[src/rtl/instruction_fetch_stage_pkg.sv]
// Shared definitions for the fetch stage: default field widths and the
// opcodes the IF stage needs to recognise (NOP for bubbles, JMP for the
// early-jump predecode).
package instruction_fetch_stage_pkg;

  localparam int DEF_ADDR_W   = 10;
  localparam int DEF_INSTR_W  = 16;
  localparam int DEF_OPCODE_W = 6;

  localparam logic [DEF_OPCODE_W-1:0] OPC_NOP = 6'h00;
  localparam logic [DEF_OPCODE_W-1:0] OPC_JMP = 6'h20;

endpackage

[src/rtl/instruction_fetch_stage_if.sv]
// Bus between the IF stage and its environment (ROM, hazard unit, later
// stages, decode).
// Handshake: there is no valid/ready backpressure on this bus. oValid
// qualifies oInstruction/oPC/oPCPlus1 every cycle; iStall is the only
// flow control and freezes the stage while high. iTarget is meaningful only
// in a cycle where iRedirect is high.
interface instruction_fetch_stage_if #(
  parameter int ADDR_W  = instruction_fetch_stage_pkg::DEF_ADDR_W,
  parameter int INSTR_W = instruction_fetch_stage_pkg::DEF_INSTR_W
);
  logic [ADDR_W-1:0]  oAddress;
  logic [INSTR_W-1:0] iInstruction;
  logic               iStall;
  logic               iRedirect;
  logic [ADDR_W-1:0]  iTarget;
  logic               iHalt;
  logic [INSTR_W-1:0] oInstruction;
  logic [ADDR_W-1:0]  oPC;
  logic [ADDR_W-1:0]  oPCPlus1;
  logic               oValid;

  // The fetch stage itself
  modport master (
    output oAddress, oInstruction, oPC, oPCPlus1, oValid,
    input  iInstruction, iStall, iRedirect, iTarget, iHalt
  );

  // ROM, hazard unit, downstream stages
  modport slave (
    input  oAddress, oInstruction, oPC, oPCPlus1, oValid,
    output iInstruction, iStall, iRedirect, iTarget, iHalt
  );
endinterface

[src/rtl/instruction_fetch_stage_if_id_register.sv]
// Generic pipeline register holding instruction, PC and valid.
// flush loads a bubble (NOP word, valid=0, PC kept), load captures a new
// instruction, neither holds. flush wins over load.
module instruction_fetch_stage_if_id_register #(
  parameter int                  ADDR_W   = 10,
  parameter int                  INSTR_W  = 16,
  parameter logic [INSTR_W-1:0]  NOP_WORD = '0
) (
  input  logic               clk,
  input  logic               rst_n,
  input  logic               load_i,
  input  logic               flush_i,
  input  logic [INSTR_W-1:0] instr_i,
  input  logic [ADDR_W-1:0]  pc_i,
  output logic [INSTR_W-1:0] instr_o,
  output logic [ADDR_W-1:0]  pc_o,
  output logic [ADDR_W-1:0]  pc_plus1_o,
  output logic               valid_o
);

  logic [INSTR_W-1:0] instr_q;
  logic [ADDR_W-1:0]  pc_q;
  logic               valid_q;

  // Flush to bubble, load new word, or hold
  always_ff @(posedge clk or negedge rst_n) begin
    if (!rst_n) begin
      instr_q <= NOP_WORD;
      pc_q    <= '0;
      valid_q <= 1'b0;
    end else if (flush_i) begin
      instr_q <= NOP_WORD;
      valid_q <= 1'b0;
    end else if (load_i) begin
      instr_q <= instr_i;
      pc_q    <= pc_i;
      valid_q <= 1'b1;
    end
  end

  assign instr_o    = instr_q;
  assign pc_o       = pc_q;
  assign pc_plus1_o = pc_q + ADDR_W'(1);
  assign valid_o    = valid_q;

endmodule

[src/rtl/instruction_fetch_stage.sv]
// Instruction fetch stage: owns the PC, addresses the combinational ROM and
// captures the returned word into the IF/ID register. Handles stall,
// redirect/flush, halt and an optional in-IF JMP predecode.
module instruction_fetch_stage
  import instruction_fetch_stage_pkg::*;
#(
  parameter int                ADDR_W     = DEF_ADDR_W,
  parameter int                INSTR_W    = DEF_INSTR_W,
  parameter int                OPCODE_W   = DEF_OPCODE_W,
  parameter logic [ADDR_W-1:0] RESET_PC   = '0,
  parameter bit                EARLY_JUMP = 1'b0
) (
  input  logic                        Clock,
  input  logic                        Reset,
  instruction_fetch_stage_if.master   bus,
  output logic [1:0]                  oState
);

  typedef enum logic [1:0] {
    ST_BOOT = 2'd0,
    ST_RUN  = 2'd1,
    ST_HALT = 2'd2
  } state_t;

  localparam logic [INSTR_W-1:0] NOP_WORD =
    INSTR_W'(OPCODE_W'(OPC_NOP)) << (INSTR_W - OPCODE_W);

  state_t            state_q, state_d;
  logic [ADDR_W-1:0] pc_q, pc_d;
  logic              load, flush;
  logic              is_jmp;

  assign is_jmp = (bus.iInstruction[INSTR_W-1 -: OPCODE_W] == OPCODE_W'(OPC_JMP));

  // Next PC, next state and IF/ID control, redirect first, then halt, stall, fetch
  always_comb begin
    state_d = state_q;
    pc_d    = pc_q;
    load    = 1'b0;
    flush   = 1'b0;
    case (state_q)
      ST_BOOT: begin
        flush   = 1'b1;
        state_d = ST_RUN;
      end
      ST_RUN: begin
        if (bus.iRedirect) begin
          pc_d  = bus.iTarget;
          flush = 1'b1;
        end else if (bus.iHalt) begin
          flush   = 1'b1;
          state_d = ST_HALT;
        end else if (bus.iStall) begin
          load = 1'b0;
        end else if (EARLY_JUMP && is_jmp) begin
          load = 1'b1;
          pc_d = bus.iInstruction[ADDR_W-1:0];
        end else begin
          load = 1'b1;
          pc_d = pc_q + ADDR_W'(1);
        end
      end
      ST_HALT: begin
        flush = 1'b1;
        if (bus.iRedirect) begin
          pc_d    = bus.iTarget;
          state_d = ST_RUN;
        end
      end
      default: begin
        flush   = 1'b1;
        state_d = ST_BOOT;
      end
    endcase
  end

  // State and PC registers
  always_ff @(posedge Clock or negedge Reset) begin
    if (!Reset) begin
      state_q <= ST_BOOT;
      pc_q    <= RESET_PC;
    end else begin
      state_q <= state_d;
      pc_q    <= pc_d;
    end
  end

  instruction_fetch_stage_if_id_register #(
    .ADDR_W   (ADDR_W),
    .INSTR_W  (INSTR_W),
    .NOP_WORD (NOP_WORD)
  ) u_if_id (
    .clk        (Clock),
    .rst_n      (Reset),
    .load_i     (load),
    .flush_i    (flush),
    .instr_i    (bus.iInstruction),
    .pc_i       (pc_q),
    .instr_o    (bus.oInstruction),
    .pc_o       (bus.oPC),
    .pc_plus1_o (bus.oPCPlus1),
    .valid_o    (bus.oValid)
  );

  assign bus.oAddress = pc_q;
  assign oState       = state_q;

endmodule

[src/flat_wrapper.sv]
// flat-port wrapper written by rule: the top's interface ports become plain ports
module instruction_fetch_stage_flat import instruction_fetch_stage_pkg::*;
#(
  parameter int                ADDR_W     = DEF_ADDR_W,
  parameter int                INSTR_W    = DEF_INSTR_W,
  parameter int                OPCODE_W   = DEF_OPCODE_W,
  parameter logic [ADDR_W-1:0] RESET_PC   = '0,
  parameter bit                EARLY_JUMP = 1'b0
)
  (Clock, Reset, oState, bus_oAddress, bus_oInstruction, bus_oPC, bus_oPCPlus1, bus_oValid, bus_iInstruction, bus_iStall, bus_iRedirect, bus_iTarget, bus_iHalt);
  instruction_fetch_stage_if #(.ADDR_W(ADDR_W), .INSTR_W(INSTR_W)) bus_i ();
  input  logic Clock;
  input  logic Reset;
  output logic [1:0] oState;
  output wire logic [$bits(bus_i.oAddress)-1:0] bus_oAddress;
  output wire logic [$bits(bus_i.oInstruction)-1:0] bus_oInstruction;
  output wire logic [$bits(bus_i.oPC)-1:0] bus_oPC;
  output wire logic [$bits(bus_i.oPCPlus1)-1:0] bus_oPCPlus1;
  output wire logic [$bits(bus_i.oValid)-1:0] bus_oValid;
  input wire logic [$bits(bus_i.iInstruction)-1:0] bus_iInstruction;
  input wire logic [$bits(bus_i.iStall)-1:0] bus_iStall;
  input wire logic [$bits(bus_i.iRedirect)-1:0] bus_iRedirect;
  input wire logic [$bits(bus_i.iTarget)-1:0] bus_iTarget;
  input wire logic [$bits(bus_i.iHalt)-1:0] bus_iHalt;
  assign bus_oAddress = bus_i.oAddress;
  assign bus_oInstruction = bus_i.oInstruction;
  assign bus_oPC = bus_i.oPC;
  assign bus_oPCPlus1 = bus_i.oPCPlus1;
  assign bus_oValid = bus_i.oValid;
  assign bus_i.iInstruction = bus_iInstruction;
  assign bus_i.iStall = bus_iStall;
  assign bus_i.iRedirect = bus_iRedirect;
  assign bus_i.iTarget = bus_iTarget;
  assign bus_i.iHalt = bus_iHalt;
  instruction_fetch_stage #(.ADDR_W(ADDR_W), .INSTR_W(INSTR_W), .OPCODE_W(OPCODE_W), .RESET_PC(RESET_PC), .EARLY_JUMP(EARLY_JUMP)) u_core (.Clock(Clock), .Reset(Reset), .bus(bus_i), .oState(oState));
endmodule
[config.mk]
export PLATFORM = sky130hd
export DESIGN_NAME = instruction_fetch_stage_flat
export DESIGN_NICKNAME = d
export VERILOG_FILES = /design/src/rtl/instruction_fetch_stage_pkg.sv /design/src/rtl/instruction_fetch_stage_if.sv /design/src/rtl/instruction_fetch_stage_if_id_register.sv /design/src/rtl/instruction_fetch_stage.sv /design/src/flat_wrapper.sv
export SDC_FILE = /design/constraint.sdc
export NUM_CORES = 1
export LEC_CHECK = 0
export CELL_PAD_IN_SITES_DETAIL_PLACEMENT = 1
export CELL_PAD_IN_SITES_GLOBAL_PLACEMENT = 1
export CORE_MARGIN = 3
export CORE_UTILIZATION = 29
export DETAILED_ROUTE_END_ITERATION = 10
export GPL_TIMING_DRIVEN = 0
export PLACE_DENSITY = 0.8
export SYNTH_ARGS = -nofsm -noshare
export SYNTH_HDL_FRONTEND = slang
export SYNTH_HIERARCHICAL = 1
export SYNTH_SLANG_ARGS = --single-unit
export TNS_END_PERCENT = 1
[constraint.sdc]
create_clock -name Clock -period 1.7 [get_ports Clock]
set_clock_uncertainty 0.05 [all_clocks]
set_input_delay 0.51 -clock Clock [delete_from_list [all_inputs] [get_ports Clock]]
set_output_delay 0.51 -clock Clock [all_outputs]
set_load 0.01 [all_outputs]
==> results.txt, run 1 <==
----------------------------------------------------
[Logic synthesis]
  Mapped cell area ... 0.002001 sq mm
  Cell accounting for the most synthesized area ... sky130_fd_sc_hd__dfrtp_1
  Library cell with the highest instance count after synthesis ... sky130_fd_sc_hd__dfrtp_1
  Synthesized Nets ... 222
  Cell types with the highest counts after synthesis ... sky130_fd_sc_hd__dfrtp_1 (39), sky130_fd_sc_hd__nor2_1 (31), sky130_fd_sc_hd__mux2i_1 (17)
  Synth Instances ... 189
  Cells taking the most area after synthesis ... sky130_fd_sc_hd__dfrtp_1 (49%), sky130_fd_sc_hd__mux2i_1 (8.5%), sky130_fd_sc_hd__nor2_1 (5.8%)
  Number of synthesized flops with an enable pin ... 0
  Register bit count reported by yosys ... 39
  Portion of the post-synthesis area used by sequential elements ... 48.78%
  YS warnings ... 6
  Ys flop type ... sky130_fd_sc_hd__dfrtp_1
  Fraction of registers with async set/reset ... between 90% and 100%
  Distinct cell type count of the synthesized netlist ... 42
  Top cell type's share of synthesized area ... roughly half
  Mean area per synthesized cell ... 10.59 sq um

[Placement]
  Half-perimeter wire length of the detailed placement result ... 4.204 mm
  Cell count after placement ... between 300 and 400
  I/O Buffers ... a little under 80
  Worst slack at placement ... -829.6 ps
  Routability Congestion ... 0.8032

[Clocking]
  TritonCTS clock tree ... done
  Maximum root-to-sink buffer count ... 2
  Root buffer selected by CTS ... sky130_fd_sc_hd__clkbuf_8
  CTS clock-pin slew for the worst setup and hold paths ... about 80 ps
  Number of sinks driven by the clock tree ... 39
  Hold bufs inserted after CTS ... 0
  Max H-tree Level ... 2
  Clock buffers created by TritonCTS ... 5
  Clock latency at the later pin of the worst-skew pair ... roughly 290 ps

[Route]
  DRT Pass-1 Iters ... 4
  Via density ... between 5 and 6
  Via Count ... around 1.8k
  Initial DRC count ... 66
  Count of antenna-violating nets left after detailed routing ... 0
  Avg WL per Cell ... around 16 microns
  Overall routed net length ... 5.947 mm
  Drc violations ... 0

[Setup path]
  Arrival time worst endpoint ... 1450 ps
  Critical path startpoint category ... flip-flop
  Kind of critical path ... reg -> out
  Path depth of the worst reg2reg path ... 7
  Max stage delay on crit path ... 420 ps
  Worst Path Max Fanout ... 4
  Cell type of the slowest stage on the worst timing path ... sky130_fd_sc_hd__dfrtp_1
  Kind of end point of the critical path ... output port
  Critical Path, Cell by Cell ... ha_2 -> nand4_1 -> nor2_1 -> xnor2_1 -> buf_2
  Worst EP required ... roughly 1100 ps

[Timing]
  Post-route setup slack ... -305.6 ps
  Setup repair after global routing missed its margin ... true
  Max transition margin ... between 30% and 40%
  Post-layout minimum cycle time ... roughly 2000 ps
  Max Transition Viols Final ... 0
  Final Hold Violating Endpoints ... 0
  Final setup violation count ... 16
  Transition time at the pin with the least slew margin ... 901.0 ps
  Period utilisation layout ... 118.0%
  F_max ... roughly 0.5 GHz

[Job]
  Max Cap Viol ... 0

[Run status]
  Violated checks ... setup timing
  Result of the run ... finished, violations left

[Finish]
  Filler-free cell count of the finished design ... about 370
  Final core area utilization ... around 47%
  Final antenna diode count ... 0
  Layout cell share with drive strength beyond 1 ... ~29%
  Total of fill cells in the finished design ... 722
  Number of nets at the end of the flow ... roughly 320
  Syn-to-layout area delta ... 54.47%

[Global route]
  All-layer global routing usage ... between 10% and 20%
  First-pass GRT wire length ... between 9 and 10 mm
  Remaining Overflow, GRT ... 0
  Via count of the first global-routing pass ... 1875
  Antenna violations before repair ... 0
  Maximum number of pins on one net before global-route repair ... 40

[Floorplan]
  Core Area ... ~0.0065 sq mm
  Placement row count ... 29
  Die Span X ... 89.06 microns
  Starting utilization of the core area ... 30.63%
  I/O pin cnt ... 80
  Height of the die ... about 90 microns
  Die Area ... between 0.007 and 0.008 sq mm

[Pwr]
  Static Leak ... about 0.0014 uW
  Overall Power ... approximately 3800 uW
  Power density over cell area ... ~1200 mW/mm^2
  Maximum vdd drop ... approximately 0.00047 V

[Hold path]
  Type of the worst min-delay path ... in -> async

----------------------------------------------------
per-stage QoR:
| stage | hold slack [ps] | cell area (sq um) | setup TNS (ps) |
|---|---|---|---|
| after global routing | 355.1 | 3090 | -4988 |
| after detailed placement | 433.4 | 2888 | -22660 |
| after global placement | 424.9 | 2893 | -57890 |
| final | 290.0 | 3090 | -3046 |
| after CTS | 321.0 | 3052 | -3715 |
| after floorplan | 164.4 | 2006 | -562.4 |
area by class of cell:
type	count	area, sq um	area share (%)
sequential	39	992.2	32.11
multi-input combinational	134	955.9	30.93
timing repair buffer	93	805.8	26.07
buffer	9	101.3	3.279
tap	77	96.34	3.117
clock buffer	5	68.82	2.227
clock inverter	3	43.79	1.417
inverter	7	26.28	0.8502
final timing paths:
kind | startpoint | end | slack [ps]
max reg2reg | u_core/oState[1]$_DFFE_PN0P_ | u_core/u_if_id/pc_o[4]$_DFFE_PN0P_ | -180
min in group Clock | u_core/u_if_id/valid_o$_DFFE_PN0P_ | u_core/u_if_id/valid_o$_DFFE_PN0P_ | 450
min | Reset | u_core/u_if_id/instr_o[2]$_DFFE_PN0P_ | 290
min reg2reg | u_core/u_if_id/valid_o$_DFFE_PN0P_ | u_core/u_if_id/valid_o$_DFFE_PN0P_ | 450
max | u_core/u_if_id/pc_o[1]$_DFFE_PN0P_ | bus_oPCPlus1[8] | -310
max in group asynchronous | Reset | u_core/u_if_id/pc_o[6]$_DFFE_PN0P_ | 680
sequential cells by signal, indices dropped and copies added, names as in the netlist:
name and cells:
u_core/oState 2, u_core/bus.oAddress 10, u_core/u_if_id/valid_o 1, u_core/u_if_id/instr_o 16, u_core/u_if_id/pc_o 10
critical path: cells and delay by family (launching register included):
kind                       cells  cell delay, ps
DFF                            1             420
and+or+nand+nor                2             240
adders and majority gates      1             210
buffers and inverters          1             150
xor gates and xnor gates       1             130
report_power, final:
| part | total [uW] | internal, uW | switching (uW) | leakage, uW |
|---|---|---|---|---|
| Combinational | 1630 | 856 | 777 | 0.000856 |
| Clock | 782 | 437 | 345 | 0.0000581 |
| Sequential | 1420 | 1150 | 267 | 0.000487 |
| Total | 3830 | 2440 | 1390 | 0.00140 |
timing repair:
action | in CTS | in global routing
gates resized for setup | 106 | 18
pin swaps | 7 | 4
buffers inserted | 12 | 2
setup endpoints to repair | 82 | 43
cells by family after synthesis:
logic type	after synthesis	synth area share (%)
buffers and inverters	16	5.503
AOI/OAI and AO/OA	37	12.26
and+or+nand+nor	62	15.07
adders and majority gates	2	1.251
DFF	39	48.78
muxes	24	13.20
xor gates and xnor gates	9	3.940
routing by layer:
layer  track usage, %  up-vias  wire [microns]
li1                 -      868               -
met1            20.15      902            2693
met2            25.24       69            2858
met3            2.857       10             311
met4            5.277        0              83
met5                0        -               0
layout by cell type (no fill, tap or decap), drive strengths merged, types with 2 or more instances in the layout:
master	netlist	final
a21oi	10	10
a22oi	2	2
a2bb2oi	3	3
a32oi	2	2
buf	9	33
clkbuf	0	8
clkdlybuf4s15	0	7
clkdlybuf4s50	0	27
clkinv	0	2
dfrtp	39	39
dlygate4sd2	0	32
ha	2	2
inv	7	7
mux2	7	7
mux2i	17	17
nand2	10	10
nand3	6	6
nand4	3	3
nor2	31	31
nor2b	2	2
nor3	3	3
o21ai	9	9
o22a	3	3
xnor2	4	4
xor2	5	5
No activity file was read; power rests on OpenSTA's default activity.
==> inputs of run 2 (changes only) <==
--- a/config.mk
+++ b/config.mk
@@ -11,6 +11,7 @@
 export CORE_UTILIZATION = 29
 export DETAILED_ROUTE_END_ITERATION = 10
 export GPL_TIMING_DRIVEN = 0
+export HOLD_SLACK_MARGIN = 0.12
 export PLACE_DENSITY = 0.8
 export SYNTH_ARGS = -nofsm -noshare
 export SYNTH_HDL_FRONTEND = slang
==> results of run 2 <==
The final DEF is identical to that of run 1; final timing and power are the same.
==> inputs of run 3 (changes only) <==
--- a/config.mk
+++ b/config.mk
@@ -9,6 +9,7 @@
 export CELL_PAD_IN_SITES_GLOBAL_PLACEMENT = 1
 export CORE_MARGIN = 3
 export CORE_UTILIZATION = 29
+export CTS_BUF_LIST = sky130_fd_sc_hd__clkbuf_16
 export DETAILED_ROUTE_END_ITERATION = 10
 export GPL_TIMING_DRIVEN = 0
 export HOLD_SLACK_MARGIN = 0.12
==> results.txt, run 3 (synthesis results as in run 1) <==
----------------------------------------------------
[Run status]
  Result of the run ... finished, violations left (unchanged)
  Violated checks ... setup timing (unchanged)

[Finish]
  Number of nets at the end of the flow ... 324 (was 322)
  Largest register FFs ... 16 (unchanged)
  Design Area, Final ... 0.003179 sq mm (was 0.003090 sq mm)
  Layout cell share with drive strength beyond 1 ... 28.77% (was 28.62%)
  Syn-to-layout area delta ... 58.91% (was 54.47%)
  Total of fill cells in the finished design ... 721 (was 722)
  Filler-free cell count of the finished design ... 369 (was 367)
  Top library cells by usage in the layout, fill and taps aside ... sky130_fd_sc_hd__dlygate4sd2_1 (33), sky130_fd_sc_hd__clkdlybuf4s50_1 (27), sky130_fd_sc_hd__dfrtp_1 (27) (was sky130_fd_sc_hd__dlygate4sd2_1 (32), sky130_fd_sc_hd__clkdlybuf4s50_1 (27), sky130_fd_sc_hd__nor2_1 (27))
  Total area of multi-input combinational cells ... 963.4 sq um (was 955.9 sq um)
  Final antenna diode count ... 0 (unchanged)
  Most frequent standard cell in the layout excluding fill and tap cells ... sky130_fd_sc_hd__dlygate4sd2_1 (unchanged)
  FF/Latch Area ... 991.0 sq um (was 992.2 sq um)

[Timing]
  Final setup violation count ... 15 (was 16)
  Post-layout minimum cycle time ... 1995 ps (was 2006 ps)
  F_max ... 0.5013 GHz (was 0.4986 GHz)
  Hold Slack ... 299.5 ps (was 290.0 ps)
  Final Hold Violating Endpoints ... 0 (unchanged)
  Period utilisation layout ... 117.4% (was 118.0%)
  Transition time at the pin with the least slew margin ... 890.9 ps (was 901.0 ps)
  Max transition margin ... 40.61% (was 39.93%)
  Max Transition Viols Final ... 0 (unchanged)
  Post-route setup slack ... -295.0 ps (was -305.6 ps)
  Setup TNS ... -2178 ps (was -3046 ps)
  Setup repair after global routing missed its margin ... true (unchanged)

[Setup path]
  Arrival time worst endpoint ... 1430 ps (was 1450 ps)
  Worst Path Max Fanout ... 4 (unchanged)
  Launch instance of the worst register-to-register path ... u_core/oState[1]$_DFFE_PN0P_ (unchanged)
  Kind of end point of the critical path ... output port (unchanged)
  Worst EP required ... 1140 ps (about the same)
  Critical path startpoint category ... flip-flop (unchanged)
  Worst setup path startpoint ... u_core/u_if_id/pc_o[1]$_DFFE_PN0P_ (unchanged)
  Critical Path, Cell by Cell ... ha_2 -> nand4_1 -> nor2_1 -> xnor2_1 -> buf_2 (unchanged)
  Cell type of the slowest stage on the worst timing path ... sky130_fd_sc_hd__dfrtp_1 (unchanged)
  Max stage delay on crit path ... 420 ps (about the same)
  Kind of critical path ... reg -> out (unchanged)

[Route]
  Drc violations ... 0 (unchanged)
  DRT Pass-1 Iters ... 4 (unchanged)
  Count of antenna-violating nets left after detailed routing ... 0 (unchanged)
  Via Count ... 1833 (was 1849)
  Initial DRC count ... 50 (was 66)
  Overall routed net length ... 5.896 mm (was 5.947 mm)
  Avg WL per Cell ... 15.98 microns (was 16.20 microns)
  Via density ... 4.967 (was 5.038)

[Pwr]
  Maximum vdd drop ... 0.0006013 V (was 0.0004702 V)
  Power density over cell area ... 1289 mW/mm^2 (was 1239 mW/mm^2)
  Static Leak ... 0.001445 uW (was 0.001401 uW)

[Floorplan]
  Placement row count ... 29 (unchanged)
  Starting utilization of the core area ... 30.63% (unchanged)
  Die Span X ... 89.06 microns (unchanged)
  Height of the die ... 89.06 microns (unchanged)
  Core Area ... 0.006531 sq mm (unchanged)
  I/O pin cnt ... 80 (unchanged)
  Die Area ... 0.007932 sq mm (unchanged)

[Placement]
  Cell count after placement ... 345 (unchanged)
  I/O Buffers ... 79 (unchanged)
  Half-perimeter wire length of the detailed placement result ... 4.204 mm (unchanged)
  Routability Congestion ... 0.8032 (unchanged)
  Post-detailed-placement cell area ... 0.002888 sq mm (unchanged)
  Worst slack at placement ... -829.6 ps (unchanged)

[Clocking]
  CTS clock-pin slew for the worst setup and hold paths ... 60 ps (was 80 ps)
  Clock buffers created by TritonCTS ... 5 (unchanged)
  Maximum root-to-sink buffer count ... 2 (unchanged)
  Clock latency at the later pin of the worst-skew pair ... 280 ps (was 290 ps)
  Hold bufs inserted after CTS ... 0 (unchanged)
  Root buffer selected by CTS ... sky130_fd_sc_hd__clkbuf_16 (was sky130_fd_sc_hd__clkbuf_8)
  Number of sinks driven by the clock tree ... 39 (unchanged)
  TritonCTS clock tree ... done (unchanged)
  Max H-tree Level ... 2 (unchanged)

[Job]
  Max Cap Viol ... 0 (unchanged)

[Hold path]
  Type of the worst min-delay path ... in -> async (unchanged)

[Global route]
  Remaining Overflow, GRT ... 0 (unchanged)
  Antenna violations before repair ... 0 (unchanged)
  Maximum number of pins on one net before global-route repair ... 40 (unchanged)
  All-layer global routing usage ... 15.38% (was 15.29%)
  First-pass GRT wire length ... 9.404 mm (was 9.335 mm)
  Via count of the first global-routing pass ... 1871 (was 1875)

----------------------------------------------------
## run 3: cell count changes in the layout (fill, tap and decap cells not counted), moves of 2 or more
cell | previous run | this run
sky130_fd_sc_hd__clkbuf_16 | 0 | 5
sky130_fd_sc_hd__o21ai_1 | 3 | 1
sky130_fd_sc_hd__o21ai_0 | 5 | 8
sky130_fd_sc_hd__clkbuf_8 | 5 | 0
sky130_fd_sc_hd__buf_6 | 7 | 9
## run 3: through the flow
step	util, %	total power, uW
global route	48.68	4363
global placement	44.29	2962
finish	48.68	4099
detailed placement	44.21	3012
floorplan	-	2078
CTS	48.03	4123
## run 3: worst paths after layout
kind                                                    endpoint  slack (ps)  depth (start not counted)
setup / recovery                                 bus_oPCPlus1[8]        -290                          5
hold / removal             u_core/u_if_id/instr_o[2]$_DFFE_PN0P_         300                          1
setup reg to reg              u_core/u_if_id/pc_o[6]$_DFFE_PN0P_         -70                          7
hold reg to reg               u_core/u_if_id/valid_o$_DFFE_PN0P_         430                          2
max in group asynchronous     u_core/u_if_id/pc_o[4]$_DFFE_PN0P_         670                          1
min in group Clock            u_core/u_if_id/valid_o$_DFFE_PN0P_         430                          2
## run 3: worst max-delay path, delay by kind of cell (launching register included)
| kind | cells | cell delay (ps) |
|---|---|---|
| XOR/XNOR | 1 | 130 |
| buffers and inverters | 1 | 150 |
| adder cells (fa/ha/maj) | 1 | 210 |
| AND/OR/NAND/NOR | 2 | 240 |
| flip-flops | 1 | 420 |
## run 3: area by class of cell
type | instances | share of cell area, %
Tap cell | 77 | 3.030
Sequential cell | 39 | 31.17
Clock buffer | 5 | 3.935
Timing Repair Buffer | 95 | 26.17
Clock inverter | 3 | 1.377
Inverter | 7 | 0.8264
Buffer | 9 | 3.188
Multi-Input combinational cell | 134 | 30.30
## run 3: power breakdown
part / total [uW] / internal (uW) / switching, uW
logic: 1610 / 843 / 766
clock network: 1060 / 691 / 371
registers: 1430 / 1150 / 277
total: 4100 / 2680 / 1410
## run 3: what timing repair did
item | in CTS | in global routing
buffers inserted | 15 | 1
endpoints found under the setup margin | 81 | 44
pin swaps | 9 | 5
resized for setup | 107 | 16
cloned | 0 | 0
## run 3: layer usage
layer	routed length [microns]	up-vias	share of wire, %	global-route usage, %
li1	-	872	-	-
met1	2609	891	44	20.31
met2	2893	62	49	25.37
met3	338	8	5.7	3.594
met4	55	0	0.93	4.195
met5	0	-	0	0
